[src/rtl/mem_port_arbiter_if.sv]
// Bus bundle between the two requesters (core C, debug/loader D), the shared
// single-port memory macro and the arbiter.
interface mem_port_arbiter_if #(
  parameter int ADDR_W = 32,
  parameter int DATA_W = 32
);
  logic              c_req;
  logic              c_we;
  logic [ADDR_W-1:0] c_addr;
  logic [DATA_W-1:0] c_wdata;
  logic              c_gnt;
  logic              c_rvalid;
  logic [DATA_W-1:0] c_rdata;

  logic              d_req;
  logic              d_we;
  logic [ADDR_W-1:0] d_addr;
  logic [DATA_W-1:0] d_wdata;
  logic              d_gnt;
  logic              d_rvalid;
  logic [DATA_W-1:0] d_rdata;

  logic              dbg_halt;

  logic              mem_en;
  logic              mem_we;
  logic [ADDR_W-1:0] mem_addr;
  logic [DATA_W-1:0] mem_wdata;
  logic [DATA_W-1:0] mem_rdata;

  logic              busy;

  modport slave (
    input  c_req, c_we, c_addr, c_wdata,
    output c_gnt, c_rvalid, c_rdata,
    input  d_req, d_we, d_addr, d_wdata,
    output d_gnt, d_rvalid, d_rdata,
    input  dbg_halt,
    output mem_en, mem_we, mem_addr, mem_wdata,
    input  mem_rdata,
    output busy
  );

  modport master (
    output c_req, c_we, c_addr, c_wdata,
    input  c_gnt, c_rvalid, c_rdata,
    output d_req, d_we, d_addr, d_wdata,
    input  d_gnt, d_rvalid, d_rdata,
    output dbg_halt,
    input  mem_en, mem_we, mem_addr, mem_wdata,
    output mem_rdata,
    input  busy
  );
endinterface

[src/rtl/mem_port_arbiter.sv]
// Round-robin arbiter sharing one single-port memory between the core (C) and
// the debug/loader port (D); every output is registered.
//
// state   | meaning
// IDLE    | arbitrate; dbg_halt masks the core request
// ISSUE   | mem_en high for one cycle, owner's gnt pulses
// RD_WAIT | waiting MEM_LAT cycles for mem_rdata
// RESP    | owner's rvalid pulses with captured read data
module mem_port_arbiter #(
  parameter int ADDR_W  = 32,
  parameter int DATA_W  = 32,
  parameter int MEM_LAT = 1    // legal 1..4
) (
  input  logic              clk,
  input  logic              reset,
  mem_port_arbiter_if.slave bus
);

  typedef enum logic [1:0] {IDLE, ISSUE, RD_WAIT, RESP} state_t;

  state_t            state, state_nxt;
  logic              owner_d_q, owner_d_nxt;
  logic              last_d_q, last_d_nxt;
  logic [1:0]        cnt_q, cnt_nxt;

  logic              c_gnt_q, c_gnt_nxt;
  logic              d_gnt_q, d_gnt_nxt;
  logic              c_rvalid_q, c_rvalid_nxt;
  logic              d_rvalid_q, d_rvalid_nxt;
  logic [DATA_W-1:0] c_rdata_q, c_rdata_nxt;
  logic [DATA_W-1:0] d_rdata_q, d_rdata_nxt;
  logic              mem_en_q, mem_en_nxt;
  logic              mem_we_q, mem_we_nxt;
  logic [ADDR_W-1:0] mem_addr_q, mem_addr_nxt;
  logic [DATA_W-1:0] mem_wdata_q, mem_wdata_nxt;
  logic              busy_q, busy_nxt;

  logic              c_elig, d_elig, pick_d;

  always_ff @(posedge clk) begin
    if (reset) begin
      state       <= IDLE;
      owner_d_q   <= 1'b0;
      last_d_q    <= 1'b1;
      cnt_q       <= 2'd0;
      c_gnt_q     <= 1'b0;
      d_gnt_q     <= 1'b0;
      c_rvalid_q  <= 1'b0;
      d_rvalid_q  <= 1'b0;
      c_rdata_q   <= '0;
      d_rdata_q   <= '0;
      mem_en_q    <= 1'b0;
      mem_we_q    <= 1'b0;
      mem_addr_q  <= '0;
      mem_wdata_q <= '0;
      busy_q      <= 1'b0;
    end else begin
      state       <= state_nxt;
      owner_d_q   <= owner_d_nxt;
      last_d_q    <= last_d_nxt;
      cnt_q       <= cnt_nxt;
      c_gnt_q     <= c_gnt_nxt;
      d_gnt_q     <= d_gnt_nxt;
      c_rvalid_q  <= c_rvalid_nxt;
      d_rvalid_q  <= d_rvalid_nxt;
      c_rdata_q   <= c_rdata_nxt;
      d_rdata_q   <= d_rdata_nxt;
      mem_en_q    <= mem_en_nxt;
      mem_we_q    <= mem_we_nxt;
      mem_addr_q  <= mem_addr_nxt;
      mem_wdata_q <= mem_wdata_nxt;
      busy_q      <= busy_nxt;
    end
  end

  // Outputs are computed from the next state so that the registered strobes
  // line up with the state they belong to (gnt/mem_en in ISSUE, rvalid in RESP).
  always_comb begin
    state_nxt     = state;
    owner_d_nxt   = owner_d_q;
    last_d_nxt    = last_d_q;
    cnt_nxt       = cnt_q;
    c_gnt_nxt     = 1'b0;
    d_gnt_nxt     = 1'b0;
    c_rvalid_nxt  = 1'b0;
    d_rvalid_nxt  = 1'b0;
    c_rdata_nxt   = c_rdata_q;
    d_rdata_nxt   = d_rdata_q;
    mem_en_nxt    = 1'b0;
    mem_we_nxt    = 1'b0;
    mem_addr_nxt  = '0;
    mem_wdata_nxt = '0;
    c_elig        = bus.c_req & ~bus.dbg_halt;
    d_elig        = bus.d_req;
    pick_d        = d_elig & (~c_elig | ~last_d_q);

    case (state)
      IDLE: begin
        if (c_elig | d_elig) begin
          owner_d_nxt   = pick_d;
          last_d_nxt    = pick_d;
          state_nxt     = ISSUE;
          mem_en_nxt    = 1'b1;
          mem_we_nxt    = pick_d ? bus.d_we    : bus.c_we;
          mem_addr_nxt  = pick_d ? bus.d_addr  : bus.c_addr;
          mem_wdata_nxt = pick_d ? bus.d_wdata : bus.c_wdata;
          c_gnt_nxt     = ~pick_d;
          d_gnt_nxt     = pick_d;
        end
      end
      ISSUE: begin
        if (mem_we_q) begin
          state_nxt = IDLE;
        end else begin
          cnt_nxt   = 2'(MEM_LAT - 1);
          state_nxt = RD_WAIT;
        end
      end
      RD_WAIT: begin
        if (cnt_q == 2'd0) begin
          if (owner_d_q) begin
            d_rdata_nxt  = bus.mem_rdata;
            d_rvalid_nxt = 1'b1;
          end else begin
            c_rdata_nxt  = bus.mem_rdata;
            c_rvalid_nxt = 1'b1;
          end
          state_nxt = RESP;
        end else begin
          cnt_nxt = cnt_q - 2'd1;
        end
      end
      RESP: begin
        state_nxt = IDLE;
      end
      default: begin
        state_nxt = IDLE;
      end
    endcase

    busy_nxt = (state_nxt != IDLE);
  end

  assign bus.c_gnt     = c_gnt_q;
  assign bus.d_gnt     = d_gnt_q;
  assign bus.c_rvalid  = c_rvalid_q;
  assign bus.d_rvalid  = d_rvalid_q;
  assign bus.c_rdata   = c_rdata_q;
  assign bus.d_rdata   = d_rdata_q;
  assign bus.mem_en    = mem_en_q;
  assign bus.mem_we    = mem_we_q;
  assign bus.mem_addr  = mem_addr_q;
  assign bus.mem_wdata = mem_wdata_q;
  assign bus.busy      = busy_q;

endmodule

[src/flat_wrapper.sv]
// flat-port wrapper written by rule: the top's interface ports become plain ports
module mem_port_arbiter_flat 
#(
  parameter int ADDR_W  = 32,
  parameter int DATA_W  = 32,
  parameter int MEM_LAT = 1                 
)
  (clk, reset, bus_c_req, bus_c_we, bus_c_addr, bus_c_wdata, bus_c_gnt, bus_c_rvalid, bus_c_rdata, bus_d_req, bus_d_we, bus_d_addr, bus_d_wdata, bus_d_gnt, bus_d_rvalid, bus_d_rdata, bus_dbg_halt, bus_mem_en, bus_mem_we, bus_mem_addr, bus_mem_wdata, bus_mem_rdata, bus_busy);
  mem_port_arbiter_if #(.ADDR_W(ADDR_W), .DATA_W(DATA_W)) bus_i ();
  input  logic clk;
  input  logic reset;
  input wire logic [$bits(bus_i.c_req)-1:0] bus_c_req;
  input wire logic [$bits(bus_i.c_we)-1:0] bus_c_we;
  input wire logic [$bits(bus_i.c_addr)-1:0] bus_c_addr;
  input wire logic [$bits(bus_i.c_wdata)-1:0] bus_c_wdata;
  output wire logic [$bits(bus_i.c_gnt)-1:0] bus_c_gnt;
  output wire logic [$bits(bus_i.c_rvalid)-1:0] bus_c_rvalid;
  output wire logic [$bits(bus_i.c_rdata)-1:0] bus_c_rdata;
  input wire logic [$bits(bus_i.d_req)-1:0] bus_d_req;
  input wire logic [$bits(bus_i.d_we)-1:0] bus_d_we;
  input wire logic [$bits(bus_i.d_addr)-1:0] bus_d_addr;
  input wire logic [$bits(bus_i.d_wdata)-1:0] bus_d_wdata;
  output wire logic [$bits(bus_i.d_gnt)-1:0] bus_d_gnt;
  output wire logic [$bits(bus_i.d_rvalid)-1:0] bus_d_rvalid;
  output wire logic [$bits(bus_i.d_rdata)-1:0] bus_d_rdata;
  input wire logic [$bits(bus_i.dbg_halt)-1:0] bus_dbg_halt;
  output wire logic [$bits(bus_i.mem_en)-1:0] bus_mem_en;
  output wire logic [$bits(bus_i.mem_we)-1:0] bus_mem_we;
  output wire logic [$bits(bus_i.mem_addr)-1:0] bus_mem_addr;
  output wire logic [$bits(bus_i.mem_wdata)-1:0] bus_mem_wdata;
  input wire logic [$bits(bus_i.mem_rdata)-1:0] bus_mem_rdata;
  output wire logic [$bits(bus_i.busy)-1:0] bus_busy;
  assign bus_i.c_req = bus_c_req;
  assign bus_i.c_we = bus_c_we;
  assign bus_i.c_addr = bus_c_addr;
  assign bus_i.c_wdata = bus_c_wdata;
  assign bus_c_gnt = bus_i.c_gnt;
  assign bus_c_rvalid = bus_i.c_rvalid;
  assign bus_c_rdata = bus_i.c_rdata;
  assign bus_i.d_req = bus_d_req;
  assign bus_i.d_we = bus_d_we;
  assign bus_i.d_addr = bus_d_addr;
  assign bus_i.d_wdata = bus_d_wdata;
  assign bus_d_gnt = bus_i.d_gnt;
  assign bus_d_rvalid = bus_i.d_rvalid;
  assign bus_d_rdata = bus_i.d_rdata;
  assign bus_i.dbg_halt = bus_dbg_halt;
  assign bus_mem_en = bus_i.mem_en;
  assign bus_mem_we = bus_i.mem_we;
  assign bus_mem_addr = bus_i.mem_addr;
  assign bus_mem_wdata = bus_i.mem_wdata;
  assign bus_i.mem_rdata = bus_mem_rdata;
  assign bus_busy = bus_i.busy;
  mem_port_arbiter #(.ADDR_W(ADDR_W), .DATA_W(DATA_W), .MEM_LAT(MEM_LAT)) u_core (.clk(clk), .reset(reset), .bus(bus_i));
endmodule
[config.mk]
export PLATFORM = sky130hd
export DESIGN_NAME = mem_port_arbiter_flat
export DESIGN_NICKNAME = d
export VERILOG_FILES = /design/src/rtl/mem_port_arbiter_if.sv /design/src/rtl/mem_port_arbiter.sv /design/src/flat_wrapper.sv
export SDC_FILE = /design/constraint.sdc
export NUM_CORES = 1
export LEC_CHECK = 0
export BUFFER_PORTS_ARGS = -buffer_cell sky130_fd_sc_hd__buf_2
export CAP_MARGIN = 10
export CORE_AREA = 3 3 118 120
export CTS_BUF_LIST = sky130_fd_sc_hd__clkbuf_8
export DETAILED_ROUTE_END_ITERATION = 7
export DIE_AREA = 0 0 121 123
export MAX_ROUTING_LAYER = met4
export PLACE_DENSITY = 0.7
export SETUP_SLACK_MARGIN = 0.4
export SYNTH_ARGS = -nofsm -noshare
export SYNTH_HDL_FRONTEND = slang
export SYNTH_SLANG_ARGS = --single-unit
[constraint.sdc]
create_clock -name clk -period 2.1 [get_ports clk]
set_input_delay 0.21 -clock clk [delete_from_list [all_inputs] [get_ports clk]]
set_output_delay 0.21 -clock clk [all_outputs]
set_load 0.01 [all_outputs]
==> results of run 1 <==
==> where the power goes <==
group	switching [mW]	internal, mW	total, mW
clock	1.05	1.12	2.17
combinational	1.21	1.02	2.23
sequential	0.171	3.09	3.26
total	2.43	5.24	7.67
==> cells in the mapped netlist (all sizes together) (2+ instances only) <==
master	n
clkbuf	11
nand2b	2
or3	2
dfxtp	141
nand2	131
nor2	5
a21oi	66
inv	6
nor3b	2
buf	25
a211o	2
a31o	2
a22o	65
ha	6
nand3	3
==> through the flow <==
stage / worst slack (ns) / instances / util [%] / hold slack [ns] / area [sq um]
2_1_floorplan: 0.603 / 481 / - / 0.335 / 4730
5_1_grt: 0.416 / 1132 / 64.4 / 0.0142 / 8420
4_1_cts: 0.404 / 1124 / 63.9 / 0.00391 / 8360
3_5_place_dp: 0.354 / 932 / 48.5 / 0.422 / 6350
6_report: 0.516 / 1132 / 64.4 / 0.0389 / 8420
3_3_place_gp: 0.397 / 932 / 48.5 / 0.420 / 6350
==> worst reg2reg max path, delay by kind of cell, from the launching register on <==
family / cells / cell delay, ns
AO/OA/AOI/OAI: 2 / 0.37
buffers and inverters: 3 / 0.48
flip-flops: 1 / 0.33
adder cells (fa/ha/maj): 1 / 0.24
AND/OR/NAND/NOR: 1 / 0.11
==> registers in the layout (all words and copies together), names as in the netlist <==
| register | cells |
|---|---|
| u_core.bus.c_rvalid | 1 |
| u_core.cnt_q | 2 |
| u_core.bus.d_rvalid | 1 |
| u_core.bus.mem_addr | 32 |
| u_core.bus.busy | 1 |
| u_core.bus.c_gnt | 1 |
| u_core.bus.mem_en | 1 |
| u_core.last_d_q | 1 |
| u_core.state | 2 |
| u_core.owner_d_q | 1 |
| u_core.bus.mem_we | 1 |
| u_core.bus.d_rdata | 32 |
| u_core.bus.c_rdata | 32 |
| u_core.bus.mem_wdata | 32 |
| u_core.bus.d_gnt | 1 |
==> routing by layer <==
| layer | up-vias | share of wire (%) | track usage, % |
|---|---|---|---|
| met5 | - | 0 | - |
| met3 | 59 | 8.0 | 6.50 |
| li1 | 2576 | - | - |
| met4 | 0 | 4.6 | 14.5 |
| met2 | 287 | 50 | 42.1 |
| met1 | 2479 | 38 | 28.0 |
==> cells in the final DEF, fill, tap and decap left out, types with 2 or more instances in the layout <==
master | Yosys | layout
a31o_2 | 2 | 2
nor3b_1 | 2 | 2
clkbuf_8 | 0 | 19
dlygate4sd3_1 | 0 | 160
dfxtp_1 | 141 | 141
a22o_1 | 65 | 65
nand3_1 | 3 | 3
a21oi_1 | 66 | 66
clkinv_2 | 0 | 4
clkinvlp_4 | 0 | 3
bufinv_16 | 0 | 2
nor2_1 | 5 | 5
inv_2 | 2 | 3
or3_1 | 2 | 2
buf_4 | 2 | 8
inv_6 | 0 | 3
buf_12 | 0 | 3
nand2_1 | 131 | 131
buf_2 | 13 | 301
ha_1 | 6 | 5
diode_2 | 0 | 5
inv_1 | 4 | 3
nand2b_1 | 2 | 2
a211o_1 | 2 | 2
==> worst max path at each step <==
stage | startpoint | to | slack, ns | depth (start not counted)
2_1_floorplan | u_core.state[0] | u_core.bus.mem_addr[0] | 0.60 | 7
3_3_place_gp | u_core.state[0] | u_core.bus.mem_wdata[22] | 0.40 | 6
3_5_place_dp | u_core.state[0] | u_core.bus.mem_wdata[30] | 0.35 | 6
4_1_cts | u_core.state[0] | u_core.bus.mem_wdata[19] | 0.40 | 6
5_1_grt | u_core.state[1] | u_core.bus.mem_wdata[17] | 0.42 | 7
6_report | u_core.state[1] | u_core.bus.mem_wdata[15] | 0.52 | 7
==> what timing repair did <==
item | 4_1_cts | 5_1_grt
gates cloned | 0 | 1
endpoints found under the setup margin | 27 | 78
hold endpoints to repair | 117 | 0
pin swaps | 0 | 1
gates resized for setup | 2 | 4
buffers inserted | 0 | 2
hold buffers | 160 | 0
==> layout make-up <==
cell class | instances | area (sq um)
antenna | 5 | 12.5
clock inverter | 13 | 138
timing repair buffer | 474 | 3260
multi-input combinational | 298 | 1680
inverter | 6 | 22.5
clock buffer | 19 | 262
tap | 176 | 220
sequential | 141 | 2820
fill | 1011 | 4660
==> cells by family (layout without fill, tap and decap cells) <==
group,count (synthesis),after routing
simple gates,150,150
compound gates,142,142
flops,141,141
buf+inv,42,512
fa+ha+maj,6,6
other cells,0,5
==> results.json, run 1 <==
{
  "gp_congestion": 0.775,
  "syn-instance-count": 481,
  "slowest_delay_ns": 0.33,
  "slew_viol_final": 0,
  "synth-edff-count": 0,
  "crit_arrival_ns": 1.97,
  "finalNetCount": 1111,
  "wirelength_um": 19100,
  "vdd_drop_max_mv": 0.470,
  "grt_use_total_pct": 25.4,
  "yosysTopAreaCellShare_pct": 59.7,
  "die_h_um": 123,
  "cpLargestDelayFamily": "buffers and inverters",
  "clkTransAtPathRegs_ns": 0.09,
  "path_buf_inv": 3,
  "ys.flop_type": "dfxtp_1",
  "setup_viol": 0,
  "fmax_mhz": 631,
  "r2r_slack_ns": 0.52,
  "critPathRequiredTime_ns": 2.48,
  "drive_gt1_share_pct": 37.3,
  "yosys-top-cells-area": "dfxtp_1, a22o_1, nand2_1",
  "min_delay_worst_endpoint": "u_core.bus.d_rdata[16]",
  "antenna_left": 0,
  "end_kind": "flop",
  "fp.coreArea_sq_um": 13100,
  "relSlewSlack_pct": 64.8,
  "final.min_clock_period_ns": 1.58,
  "h-tree-depth": 4,
  "crit_type": "reg2reg",
  "r2r_end": "u_core.bus.mem_wdata[15]",
  "grt_antenna_before_repair": 5,
  "period_share_pct": 75.4,
  "grt_pass1_vias": 5367,
  "synth_fa_ha_area_share_pct": 1.59,
  "critical_path_peak_fanout": 27,
  "cts_sinks": 141,
  "grt_pass1_wl_um": 28300,
  "synth_xor_area_share_pct": 0,
  "drcViolationCount": 0,
  "port-buffer-count": 301,
  "grt_max_degree": 52,
  "startpoint_type": "flop",
  "clk_latency_ns": 0.44,
  "synth_mux_area_share_pct": 0,
  "syn_area_sq_um": 4730,
  "synth.distinct_cells": 31,
  "hold_viol": 0,
  "fin_setup_tns_ns": 0,
  "syn2layout_area_growth_pct": 78.2,
  "firstDrtPassIters": 4,
  "power_leakage_nw": 3.99,
  "cp_cell_sequence": "inv_1 -> ha_2 -> nand2b_1 -> a211oi_4 -> buf_4 -> buf_12 -> a22o_1",
  "critPathSlowestCell": "dfxtp_1",
  "power_mw": 7.67,
  "root_buffer": "clkbuf_8",
  "r2r-start": "u_core.state[1]",
  "via_count": 5401,
  "rr_worst_depth": 7,
  "first_iter_violations": 276,
  "synth-compound-area-share_pct": 21.0,
  "synth_warnings": 0,
  "hp-start": "bus_mem_rdata[16]",
  "die_x_um": 121,
  "ys_ff_latch": 141,
  "grt_overflow_total": 0,
  "yosysSeqAreaShare_pct": 59.7,
  "skew_ns": 0.0103,
  "p_per_area_nw_per_um2": 910,
  "yosysTopAreaCell": "dfxtp_1",
  "fp.dieArea_sq_um": 14900,
  "cts_made_buffers": 17,
  "async_flop_share_pct": 0,
  "vias_per_cell": 4.77,
  "max-clock-path-buffers": 2,
  "syn_nets": 654,
  "io_pins": 302,
  "dp_hpwl_um": 10900,
  "synth_simple_gate_area_share_pct": 12.7,
  "tightestPinTransition_ns": 0.528,
  "drv_cap": 0,
  "outcome": "finished clean",
  "hold_depth": 3,
  "cts_tree": "done",
  "rows": 42,
  "start_util_pct": 36.1,
  "wl_per_cell_um": 16.9,
  "synth_top_family_by_area": "compound AO/OA/AOI/OAI gates",
  "synth.avg_cell_area_sq_um": 9.83,
  "rsz0062_at_grt": "no",
  "hold_class": "in2reg"
}
Note: power is estimated with default switching activity, not from simulation.
==> run 2: changes to the inputs <==
Settings changed: ABC_AREA set to 1, CORE_AREA 3 3 118 120 to not set, CORE_ASPECT_RATIO set to 1.4, CORE_MARGIN set to 3, CORE_UTILIZATION set to 41, DIE_AREA 0 0 121 123 to not set, PLACE_DENSITY 0.7 to 0.79.
Clock period 2.1 ns to 1.3 ns, I/O delays scaled along.
==> run 2 against run 1 <==
Effect of this change: the run now ends with negative setup slack left; sequential cell count is the same; clock-buffer cell count is the same; register-to-register slack lost 0.70 ns; combinational power grew to 2.8 times the previous value; critical path depth grew 1; non-clock buffer count grew 49; cell count grew 15%; final area grew 30%.
==> results.json, run 2 <==
{
  "p_per_area_nw_per_um2": 1440,
  "rsz0062_at_grt": "yes",
  "relSlewSlack_pct": 77.1,
  "top_usage_layer": "met2",
  "start_util_pct": 42.2,
  "clockPowerShare_pct": 23.6,
  "io_pins": 302,
  "synthMostInstantiatedCell": "dfxtp_1",
  "fp.coreArea_sq_um": 12400,
  "critical_path_peak_fanout": 7,
  "critPathRequiredTime_ns": 1.62,
  "dp_hpwl_um": 12300,
  "syn-instance-count": 640,
  "tightestPinTransition_ns": 0.340,
  "r2r-start": "u_core.state[0]",
  "synth_commonest_cells": "dfxtp_1, nor2_1, nand2_1",
  "first_iter_violations": 660,
  "crit_arrival_ns": 1.81,
  "syn_area_sq_um": 5240,
  "setup_viol": 92,
  "power_mw": 15.7,
  "netSwitchingPower_mw": 5.66,
  "power.share.combinational_pct": 40.4,
  "syn2layout_area_growth_pct": 109,
  "r2r_end": "u_core.bus.c_rdata[22]",
  "startpoint_type": "flop",
  "grt_pass1_vias": 6886,
  "clk_latency_ns": 0.45,
  "wirelength_um": 33000,
  "final_common_cell": "buf_2",
  "rr_worst_depth": 8,
  "clkTransAtPathRegs_ns": 0.09,
  "p_int_mw": 10.1,
  "vias_per_cell": 5.82,
  "ys_ff_latch": 141,
  "grtUsageMet3_pct": 10.5,
  "synth.avg_cell_area_sq_um": 8.19,
  "outcome": "finished with violations",
  "hold_viol": 0,
  "hold_class": "in2reg",
  "grt_use_total_pct": 33.7,
  "cts_sinks": 141,
  "grt_max_degree": 69,
  "grt_pass1_wl_um": 36100,
  "r2r_slack_ns": -0.19,
  "rows": 48,
  "ys.flop_type": "dfxtp_1",
  "port-buffer-count": 301,
  "grtUsageMet1_pct": 34.8,
  "grt_overflow_total": 0,
  "min_delay_worst_endpoint": "u_core.last_d_q",
  "hp-start": "reset",
  "fin_ws_ns": -0.189,
  "hold_depth": 3,
  "synth_warnings": 0,
  "fin_setup_tns_ns": -4.14,
  "drive_gt1_share_pct": 53.8,
  "power_frac_seq_pct": 36.0,
  "via_count": 7591,
  "h-tree-depth": 4,
  "drv_cap": 0,
  "grt_antenna_before_repair": 5,
  "synth-edff-count": 0,
  "cts_made_buffers": 17,
  "power_leakage_nw": 5.04,
  "finalNetCount": 1307,
  "skew_ns": 0.0154,
  "sw_frac_of_total_pct": 36.0,
  "max-clock-path-buffers": 2,
  "antenna_left": 0,
  "root_buffer": "clkbuf_8",
  "wl_per_cell_um": 25.3,
  "die_x_um": 102,
  "use_met2_pct": 54.8,
  "violations": "negative setup slack",
  "slew_viol_final": 0,
  "final.min_clock_period_ns": 1.49,
  "yosysTopAreaCell": "dfxtp_1",
  "final_cell_mix": "buf_2, dlygate4sd3_1, buf_6, nor2_1, dfxtp_2",
  "drcViolationCount": 0,
  "yosysTopAreaCellShare_pct": 53.9,
  "die_h_um": 140,
  "finish.utilization_pct": 88.0,
  "yosysSeqAreaShare_pct": 53.9,
  "syn_nets": 813,
  "async_flop_share_pct": 0,
  "period_share_pct": 115,
  "gp_congestion": 0.802,
  "synth.distinct_cells": 20,
  "firstDrtPassIters": 6,
  "vdd_drop_max_mv": 1.09,
  "end_kind": "flop",
  "crit_type": "reg2reg",
  "yosys-top-cells-area": "dfxtp_1, nor2_1, nand3_1",
  "cts_tree": "done",
  "fp.dieArea_sq_um": 14200,
  "fmax_mhz": 672
}
## run 2: cell types whose count changed after synthesis, moves of 3 or more
cell / delta
inv_1: +11
a22o_1: -65
nand3_1: +69
buf_2: +6
buf_1: -3
o21ai_0: +56
a21oi_2: +29
a21oi_1: -27
clkbuf_1: +3
nor2_1: +130
nand2_1: -51
o21ai_1: +9
buf_4: +5
## run 2: worst max-delay path by stage
stage                                   endpoint  cells after the start             from  slack [ns]
final                     u_core.bus.c_rdata[22]                      8  u_core.state[0]       -0.19
after CTS                 u_core.bus.c_rdata[23]                      8  u_core.state[0]        0.03
after detailed placement   u_core.bus.c_rdata[5]                      8  u_core.cnt_q[1]       0.007
after floorplan           u_core.bus.c_rdata[10]                      8  u_core.cnt_q[1]        0.12
after global placement    u_core.bus.c_rdata[20]                      7  u_core.cnt_q[1]        0.03
after global routing      u_core.bus.c_rdata[22]                      8  u_core.cnt_q[0]       -0.21
## run 2: worst max-delay path: stages (launching register included)
cell	delay [ns]
dfxtp_4	0.36
inv_4	0.06
ha_4	0.13
nand2_4	0.06
nor2_4	0.17
inv_4	0.10
buf_6	0.15
nor2_1	0.19
nor2_1	0.12
## run 2: layer usage
metal	vias to the layer above	part of all wire [%]
li1	3089	-
met1	3474	32
met2	773	47
met3	255	13
met4	0	8.2
met5	-	0
## run 2: repair_timing
action	in CTS	in global routing
cloned	2	14
setup endpoints to repair	276	276
setup buffers	3	15
gates resized for setup	45	318
endpoints found under the hold margin	131	0
pin swaps	7	8
hold buffers	164	0
## run 2: final cells by class
class                      instances  area [sq um]
sequential                       141          2960
multi-input combinational        433          2630
fill                             458          1490
tap                              150           188
clock inverter                    12           136
inverter                          18          80.1
clock buffer                      19           262
timing repair buffer             523          4660
antenna                            8          20.0
## run 2: metrics by stage
step | hold WS [ns] | cell area, sq um | std cells | worst slack (ns)
after detailed placement | 0.378 | 7060 | 1067 | 0.00702
after floorplan | 0.202 | 5450 | 640 | 0.124
final | 0.0679 | 10900 | 1304 | -0.189
after CTS | 0.0235 | 9300 | 1267 | 0.0344
after global routing | 0.0696 | 10900 | 1301 | -0.208
after global placement | 0.368 | 7060 | 1067 | 0.0333
## run 2: kinds of logic after synthesis
logic type                 synth area share, %
adders and majority gates                 1.43
AOI/OAI and AO/OA                         14.9
and+or+nand+nor                           23.1
buffers and inverters                     6.71
DFF                                       53.9
## run 2: power by group through the flow
stage                     logic, mW  clock network [mW]  registers, mW
after floorplan                1.82                   0           5.71
after global placement         3.43                   0           5.40
after detailed placement       3.47                   0           5.39
after CTS                      4.18                3.62           5.32
after global routing           6.62                3.84           5.69
final                          6.35                3.71           5.66
==> run 3: changes to the inputs <==
Settings changed: TNS_END_PERCENT set to 10.
==> run 3 against run 2 <==
Effect of this change: the run still ends with negative setup slack left; clock skew rose by 0.0040 ns; sequential share of layout area rose by 1.1 points; total power fell by 8.4%; largest cell class unchanged; highest routed layer unchanged.
==> results.json, run 3 (same netlist as run 2, synthesis figures left out) <==
{
  "outcome": "finished with violations",
  "violations": "negative setup slack",
  "grt_max_degree": 71,
  "clk_latency_ns": 0.45,
  "endpoint": "u_core.bus.d_rdata[5]",
  "finalNetCount": 1290,
  "dp_hpwl_um": 12900,
  "wl_per_cell_um": 22.7,
  "p_per_area_nw_per_um2": 1400,
  "cts_tree": "done",
  "rows": 48,
  "setup_viol": 9,
  "dpl-instance-area_sq_um": 6960,
  "power_mw": 14.4,
  "sw_frac_of_total_pct": 36.9,
  "crit_type": "reg2reg",
  "final_cell_mix": "buf_2, dlygate4sd3_1, nor2_1, dfxtp_1, nand2_1",
  "grt_use_total_pct": 34.0,
  "critical_path_peak_fanout": 22,
  "drive_gt1_share_pct": 50.2,
  "end_kind": "flop",
  "hold_viol": 0,
  "wirelength_um": 29100,
  "fin_ws_ns": -0.0677,
  "skew_ns": 0.0193,
  "final.min_clock_period_ns": 1.37,
  "final-instance-count-excl-fill": 1282,
  "slowest_delay_ns": 0.40,
  "fp.coreArea_sq_um": 12400,
  "startpoint_type": "flop",
  "period_share_pct": 105,
  "die_h_um": 140,
  "gp_congestion": 0.857,
  "grt_overflow_total": 0,
  "max-clock-path-buffers": 2,
  "power.share.combinational_pct": 37.9,
  "slew_viol_final": 0,
  "final_area_sq_um": 10300,
  "first_iter_violations": 530,
  "fmax_mhz": 731,
  "root_buffer": "clkbuf_8",
  "die_x_um": 102,
  "syn2layout_area_growth_pct": 96.8,
  "r2r_slack_ns": -0.07,
  "dp_cells": 1067,
  "critPathSlowestCell": "dfxtp_4",
  "cts_made_buffers": 17,
  "rr_worst_depth": 6,
  "drcViolationCount": 0,
  "power_leakage_nw": 4.86,
  "start_util_pct": 42.2,
  "tightestPinTransition_ns": 0.321,
  "cts_sinks": 141,
  "grt_antenna_before_repair": 2,
  "grt_pass1_vias": 6870,
  "grt_pass1_wl_um": 36200,
  "final_common_cell": "buf_2",
  "r2r_end": "u_core.bus.d_rdata[5]",
  "h-tree-depth": 4,
  "vias_per_cell": 5.64,
  "netSwitchingPower_mw": 5.31,
  "p_int_mw": 9.10,
  "r2r-start": "u_core.state[1]",
  "rsz0062_at_grt": "yes",
  "io_pins": 302,
  "relSlewSlack_pct": 78.6,
  "crit_arrival_ns": 1.72,
  "hold_class": "in2reg",
  "clkTransAtPathRegs_ns": 0.09,
  "cp_cell_sequence": "ha_4 -> nand2_4 -> nor2_4 -> buf_8 -> o21ai_0 -> nor2_1",
  "clockPowerShare_pct": 23.9,
  "vdd_drop_max_mv": 0.760,
  "cp-startpoint": "u_core.state[1]",
  "antenna_left": 0,
  "via_count": 7226,
  "drv_cap": 0,
  "power_frac_seq_pct": 38.2,
  "port-buffer-count": 301,
  "firstDrtPassIters": 5,
  "critPathRequiredTime_ns": 1.65,
  "fp.dieArea_sq_um": 14200
}
run 3: cell count changes in the layout (fill, tap and decap cells not counted), moves of 6 or more:
cell,previous run,this run
diode_2,8,2
buf_6,115,68
nand2_4,2,8
nand2_1,77,71
nand3_1,69,62
o21ai_1,17,11
buf_2,197,240
nand3_2,2,10
dfxtp_2,104,62
dfxtp_1,34,78
run 3: final cells by class:
type                            instances  area (sq um)
Inverter                               18          75.1
Sequential cell                       141          2900
Fill cell                             597          2120
Clock buffer                           18           248
Multi-Input combinational cell        433          2620
Tap cell                              150           188
Timing Repair Buffer                  506          4150
Clock inverter                         14           124
Antenna cell                            2          5.00
run 3: metal layers:
layer | part of all wire, % | wire length (um) | vias to the layer above | track usage (%)
met3 | 13 | 3890 | 189 | 9.83
met2 | 46 | 13500 | 724 | 52.8
met1 | 33 | 9630 | 3261 | 38.2
li1 | - | - | 3052 | -
met5 | 0 | 0 | - | -
met4 | 7.2 | 2110 | 0 | 20.4
run 3: repair_timing:
action | 4_1_cts | 5_1_grt
pin swaps | 3 | 19
endpoints found under the setup margin | 276 | 276
resized for setup | 22 | 269
cloned | 4 | 4
buffers inserted | 3 | 6
hold buffers | 164 | 0
endpoints found under the hold margin | 131 | 0
run 3: power groups by stage:
| stage | Sequential (mW) | Combinational, mW | Clock [mW] |
|---|---|---|---|
| finish | 5.50 | 5.46 | 3.44 |
| global route | 5.55 | 5.77 | 3.62 |
| CTS | 5.31 | 4.16 | 3.39 |
| detailed placement | 5.40 | 3.42 | 0 |
| global placement | 5.38 | 3.37 | 0 |
| floorplan | 5.69 | 1.68 | 0 |
run 3: stage by stage:
step,setup WS (ns),util [%],TNS [ns],hold slack (ns)
floorplan,0.118,-,0,0.202
global placement,-0.0208,56.0,-0.0498,0.371
detailed placement,-0.0465,56.0,-0.270,0.375
CTS,0.0420,73.8,0,0.0726
global route,-0.147,83.0,-1.90,0.0672
finish,-0.0677,83.0,-0.124,0.0535
run 3: how the worst min path moves through the flow:
stage                     cells past startpoint  slack (ns)               from                     end
after floorplan                               1        0.20              reset     u_core.bus.c_rvalid
final                                         3        0.05          bus_d_req         u_core.last_d_q
after detailed placement                      3        0.37   bus_mem_rdata[4]   u_core.bus.c_rdata[4]
after global placement                        3        0.37  bus_mem_rdata[21]  u_core.bus.c_rdata[21]
after CTS                                     3        0.07          bus_d_req         u_core.last_d_q
after global routing                          3        0.07          bus_d_req         u_core.last_d_q
run 3: worst max-delay path, delay by kind of cell, from the launching register on:
| kind | cells | cell delay, ns |
|---|---|---|
| flops | 1 | 0.40 |
| compound gates | 1 | 0.12 |
| simple gates | 3 | 0.41 |
| buf+inv | 1 | 0.19 |
| fa+ha+maj | 1 | 0.15 |
